### config.mk
export PLATFORM = sky130hd
export DESIGN_NAME = pc_unit
export DESIGN_NICKNAME = d
export VERILOG_FILES = /design/src/rtl/pc_unit.sv
export SDC_FILE = /design/constraint.sdc
export NUM_CORES = 1
export LEC_CHECK = 0
export CAP_MARGIN = 20
export CORE_MARGIN = 2
export CORE_UTILIZATION = 52
export DETAILED_ROUTE_END_ITERATION = 12
export PLACE_DENSITY = 0.85
export SETUP_SLACK_MARGIN = 0.4
export SYNTH_ARGS = -nofsm -noshare
export SYNTH_HDL_FRONTEND = slang
export SYNTH_SLANG_ARGS = --single-unit
export TNS_END_PERCENT = 5
### constraint.sdc
create_clock -name CLK -period 3.5 [get_ports CLK]
set_input_delay 0.35 -clock CLK [delete_from_list [all_inputs] [get_ports CLK]]
set_output_delay 0.35 -clock CLK [all_outputs]
set_load 0.01 [all_outputs]
### src/rtl/pc_unit.sv
// Program counter unit: next-PC selection, held redirects while the fetch is
// not advancing, exception entry/return with saved EPC, and a terminal halt.
module pc_unit #(
    parameter int          PC_W     = 32,
    parameter logic [31:0] RESET_PC = 32'h0000_0000,
    parameter logic [31:0] EXC_VEC  = 32'h0000_0080
) (
    input  logic            CLK,
    input  logic            nRST,
    input  logic            ihit,
    input  logic            stall,
    input  logic [2:0]      pcsrc,
    input  logic            branch_taken,
    input  logic [15:0]     boffset,
    input  logic [25:0]     jaddr,
    input  logic [PC_W-1:0] rdat,
    input  logic            halt,
    output logic [PC_W-1:0] pc,
    output logic [PC_W-1:0] pc_plus4,
    output logic [PC_W-1:0] epc,
    output logic            redir_pending,
    output logic            halted,
    output logic            misalign
);

    localparam logic [2:0] SRC_ADD4   = 3'd0;
    localparam logic [2:0] SRC_JUMP   = 3'd1;
    localparam logic [2:0] SRC_JR     = 3'd2;
    localparam logic [2:0] SRC_BRANCH = 3'd3;
    localparam logic [2:0] SRC_EXC    = 3'd4;
    localparam logic [2:0] SRC_ERET   = 3'd5;

    localparam logic [PC_W-1:0] RST_V = RESET_PC[PC_W-1:0];
    localparam logic [PC_W-1:0] EXC_V = EXC_VEC[PC_W-1:0];

    typedef enum logic [1:0] {
        S_RUN    = 2'd0,
        S_HOLD   = 2'd1,
        S_HALTED = 2'd2
    } state_t;

    state_t          r_state, w_state_next;
    logic [PC_W-1:0] r_pc, w_pc_next;
    logic [PC_W-1:0] r_epc, w_epc_next;
    logic [PC_W-1:0] r_held, w_held_next;
    logic            r_held_eret, w_held_eret_next;
    logic            r_misalign, w_misalign_next;

    logic            w_adv;
    logic [PC_W-1:0] w_pc_plus4;
    logic [PC_W-1:0] w_boff_ext;
    logic [PC_W-1:0] w_target;
    logic            w_redirect;
    logic            w_jr_misalign;

    assign w_adv         = ihit && !stall;
    assign w_pc_plus4    = r_pc + PC_W'(4);
    assign w_boff_ext    = {{(PC_W-18){boffset[15]}}, boffset, 2'b00};
    assign w_jr_misalign = (pcsrc == SRC_JR) && (rdat[1:0] != 2'b00);
    // Sources that leave the sequential path; a not-taken branch is just ADD4.
    assign w_redirect    = (pcsrc == SRC_JUMP) || (pcsrc == SRC_JR) || (pcsrc == SRC_ERET) ||
                           ((pcsrc == SRC_BRANCH) && branch_taken);

    always_comb begin
        w_target = w_pc_plus4;
        case (pcsrc)
            SRC_JUMP:   w_target = {w_pc_plus4[PC_W-1:28], jaddr, 2'b00};
            SRC_JR:     w_target = {rdat[PC_W-1:2], 2'b00};
            SRC_BRANCH: if (branch_taken) w_target = w_pc_plus4 + w_boff_ext;
            SRC_EXC:    w_target = EXC_V;
            SRC_ERET:   w_target = r_epc;
            default:    w_target = w_pc_plus4;
        endcase
    end

    always_comb begin
        w_state_next     = r_state;
        w_pc_next        = r_pc;
        w_epc_next       = r_epc;
        w_held_next      = r_held;
        w_held_eret_next = r_held_eret;
        w_misalign_next  = r_misalign;
        case (r_state)
            S_RUN, S_HOLD: begin
                if (halt) begin
                    w_state_next = S_HALTED;
                end else if (pcsrc == SRC_EXC) begin
                    // Exception entry ignores adv and drops any held redirect.
                    w_epc_next       = r_pc;
                    w_pc_next        = EXC_V;
                    w_held_next      = '0;
                    w_held_eret_next = 1'b0;
                    w_state_next     = S_RUN;
                end else if (r_state == S_HOLD) begin
                    if (w_adv) begin
                        w_pc_next        = r_held_eret ? r_epc : r_held;
                        w_held_next      = '0;
                        w_held_eret_next = 1'b0;
                        w_state_next     = S_RUN;
                    end
                end else if (w_adv) begin
                    w_pc_next = w_target;
                    if (w_jr_misalign) w_misalign_next = 1'b1;
                end else if (w_redirect) begin
                    w_held_next      = w_target;
                    w_held_eret_next = (pcsrc == SRC_ERET);
                    w_state_next     = S_HOLD;
                    if (w_jr_misalign) w_misalign_next = 1'b1;
                end
            end
            default: begin
                w_state_next = S_HALTED;
            end
        endcase
    end

    always_ff @(posedge CLK or negedge nRST) begin
        if (!nRST) begin
            r_state     <= S_RUN;
            r_pc        <= RST_V;
            r_epc       <= '0;
            r_held      <= '0;
            r_held_eret <= 1'b0;
            r_misalign  <= 1'b0;
        end else begin
            r_state     <= w_state_next;
            r_pc        <= w_pc_next;
            r_epc       <= w_epc_next;
            r_held      <= w_held_next;
            r_held_eret <= w_held_eret_next;
            r_misalign  <= w_misalign_next;
        end
    end

    assign pc            = r_pc;
    assign pc_plus4      = w_pc_plus4;
    assign epc           = r_epc;
    assign redir_pending = (r_state == S_HOLD);
    assign halted        = (r_state == S_HALTED);
    assign misalign      = r_misalign;

endmodule

==> impl_metrics.yaml <==
yosys:
  syn_nets: 1069
  synth.avg_cell_area_um2: 8.609
  yosys_warnings: 0
  synth_area_um2: 8170
  async_reset_ff_share_pct: 100.0
  yosys_register_bits: 100
  yosysSeqAreaShare_pct: 30.63
  synth_edf_count: 0
  synthFlopType: "dfrtp_1"
  ys_types: 82
  netlist_instances: 949
detailed_routing:
  drt_first_pass_iters: 7
  avgRoutedWirePerCell_um: 23.20
  drtAntennaViolNets: 0
  drcViolationCount: 0
  drtIter0Drc: 1260
  num_vias: 9348
  drt_wl_total_um: 33400
  via_per_inst: 6.492
final_layout:
  diodes: 0
  area_delta_synth_final_pct: 48.77
  final_nets: 1344
  final_common_cell: "clkdlybuf4s50_1"
  final_cell_mix: "179 x clkdlybuf4s50_1, 128 x buf_4, 104 x nand2_1"
  layout.cells.non_filler: 1440
  layout-drive-gt1-share_pct: 29.05
  utilization_pct: 79.66
setup_path:
  r2r-start: "pc[4]"
  crit_chain: "and4_4, and3_4, nand3_2, xnor2_4, ha_4, buf_4, nand4_1, a21oi_4, o31ai_4, a211oi_2, buf_4, buf_4, a31oi_4, xor2_1, a211oi_1"
  timing.rr.end: "r_held[30]"
  rrSetupSlack_ns: 0.08
  end_kind: "flop"
  crit_fanout: 7
  path_delay_family: "compound AO/OA/AOI/OAI gates"
  crit_arrival_ns: 3.69
  cp_common_cell: "buf_4"
  cp_slowest_cell: "dfrtp_2"
  slowest_delay_ns: 0.36
  worstSetupStartpointType: "flop"
  rr_worst_depth: 15
  critical_path_class: "flop to flop"
  crit_required_ns: 3.77
  crit_buf_inv: 3
flow_run:
  cap_violations: 0
floorplanning:
  die_x_um: 129.4
  dieHeight_um: 129.4
  die-area_um2: 16730
  num_rows: 45
  initial_core_util_pct: 53.55
  core_area_um2: 15260
  ios: 182
global_routing:
  grt_max_degree: 68
  grt_pass1_wl_um: 49280
  grt_usage_pct: 38.89
  grtUsageMet2_pct: 62.88
  antenna_found_initial: 0
  use_met3_pct: 9.249
  grt-ovfl-total: 0
  grt_pass1_vias: 8923
  met1_usage_pct: 49.92
  grt_busiest_layer: "met2"
cts:
  numCtsBuffers: 9
  numClockSinks: 100
  clk_latency_ns: 0.37
  clockBufferDepth: 2
  htree_num_levels: 3
  clkTransAtPathRegs_ns: 0.07
  cts-root-buf: "clkbuf_16"
  cts_tree: "yes"
  hold_buffers: 0
sta:
  finalWorstSetupSlack_ns: 0.08165
  finalSetupViolCount: 0
  rsz0062_at_grt: "true"
  skew_ns: 0.008603
  maxSlewViolCount: 0
  post-route-period-util_pct: 97.67
  tightest_slew_ns: 0.9532
  period_needed_ns: 3.418
  hold_viol: 0
  fmax_mhz: 292.5
  slew_headroom_pct: 36.45
placed_design:
  place_inst: 1406
  gp_congestion: 1.019
  dp_slack_ns: -0.1121
  portBuffers: 181
  hpwlAfterDp_um: 24080
run_status:
  outcome: "complete, no violations"
worst_hold_path:
  hp-class: "primary input to asynchronous set/reset pin"
power:
  power_density_nw_per_um2: 309.0
  irDropWorstVdd_mv: 0.2719
  p_leak_nw: 5.288
[per-stage QoR]
stage               total power [mW]   TNS, ns  instance area (µm²)  hold slack, ns
floorplan                      1.938         0                 8386         0.05441
global placement               2.498   -0.1960                11110          0.4553
detailed placement             2.514   -0.4993                11110          0.4663
CTS                            3.621         0                11670          0.1416
global route                   3.896  -0.01337                12160          0.1818
finish                         3.757         0                12160         0.08935
[worst max path at each step]
stage          startpoint          to  slack (ns)  cells past startpoint
6_report            pc[4]  r_held[30]        0.08                     15
4_1_cts             pc[5]      pc[19]        0.17                     15
5_1_grt             pc[4]      pc[26]       -0.01                     14
3_5_place_dp        pc[3]      pc[29]       -0.11                     15
3_3_place_gp        pc[3]      pc[29]       -0.07                     15
2_1_floorplan      pc[11]  r_held[31]        0.29                     15
[cell families (layout without fill, tap and decap cells)]
family	count (synthesis)	count (layout)	synth area share [%]
buffers and inverters	71	351	3.828
adder cells (fa/ha/maj)	37	37	5.758
flip-flops	100	100	30.63
multiplexers	85	85	11.44
XOR/XNOR	46	46	5.253
AND/OR/NAND/NOR	316	316	19.83
AO/OA/AOI/OAI	294	294	23.26
[per-layer routing]
layer  up-vias  wire length [µm]
met3       134              3616
met5         -                 0
li1       4055                 -
met1      4513             12650
met2       646             15560
met4         0              1581
[cell type report]
cell class / count / area, µm²
clock buffer: 10 / 229.0
clock inverter: 6 / 82.58
fill: 1025 / 3103
inverter: 20 / 75.07
multi-input combinational: 778 / 6125
sequential: 100 / 2517
tap: 211 / 264.0
timing repair buffer: 315 / 2863
[power by group]
part	leakage (nW)	internal, mW	switching, mW
Clock	0.148	0.570	0.500
Combinational	3.80	0.681	0.731
Sequential	1.34	1.22	0.0584
Total	5.29	2.47	1.29
[registers in the layout, summed over array words and instances, names as in the netlist]
register / flops
epc: 32
pc: 32
r_held: 32
r_state: 2
misalign: 1
r_held_eret: 1
[what timing repair did]
| item | in CTS | in global routing |
|---|---|---|
| resized for setup | 37 | 70 |
| endpoints found under the setup margin | 32 | 41 |
| buffers inserted | 7 | 11 |
| pin swaps | 10 | 48 |
[Yosys cell counts (8+ instances only)]
cell | number | share of area [%]
a21oi_1 | 74 | 4.5
inv_1 | 20 | 0.92
nor2_1 | 71 | 3.3
o31ai_1 | 13 | 1.2
xor2_1 | 20 | 2.1
o21ai_0 | 65 | 4.0
o21ai_1 | 11 | 0.67
o21a_1 | 8 | 0.74
ha_1 | 36 | 5.5
nand3_1 | 23 | 1.4
a31oi_1 | 17 | 1.3
nor3_1 | 13 | 0.80
clkbuf_1 | 37 | 1.7
xnor2_1 | 24 | 2.6
a21o_1 | 16 | 1.5
a222oi_1 | 11 | 1.3
mux2_2 | 66 | 9.1
mux2i_1 | 18 | 2.2
nand2_1 | 109 | 5.0
nor2b_1 | 19 | 1.5
and2_1 | 8 | 0.61
and3_1 | 8 | 0.61
nand2b_1 | 14 | 1.1
nand4_1 | 12 | 0.92
o22ai_1 | 12 | 0.92
dfrtp_1 | 100 | 31
Note: power is estimated with default switching activity, not from simulation.
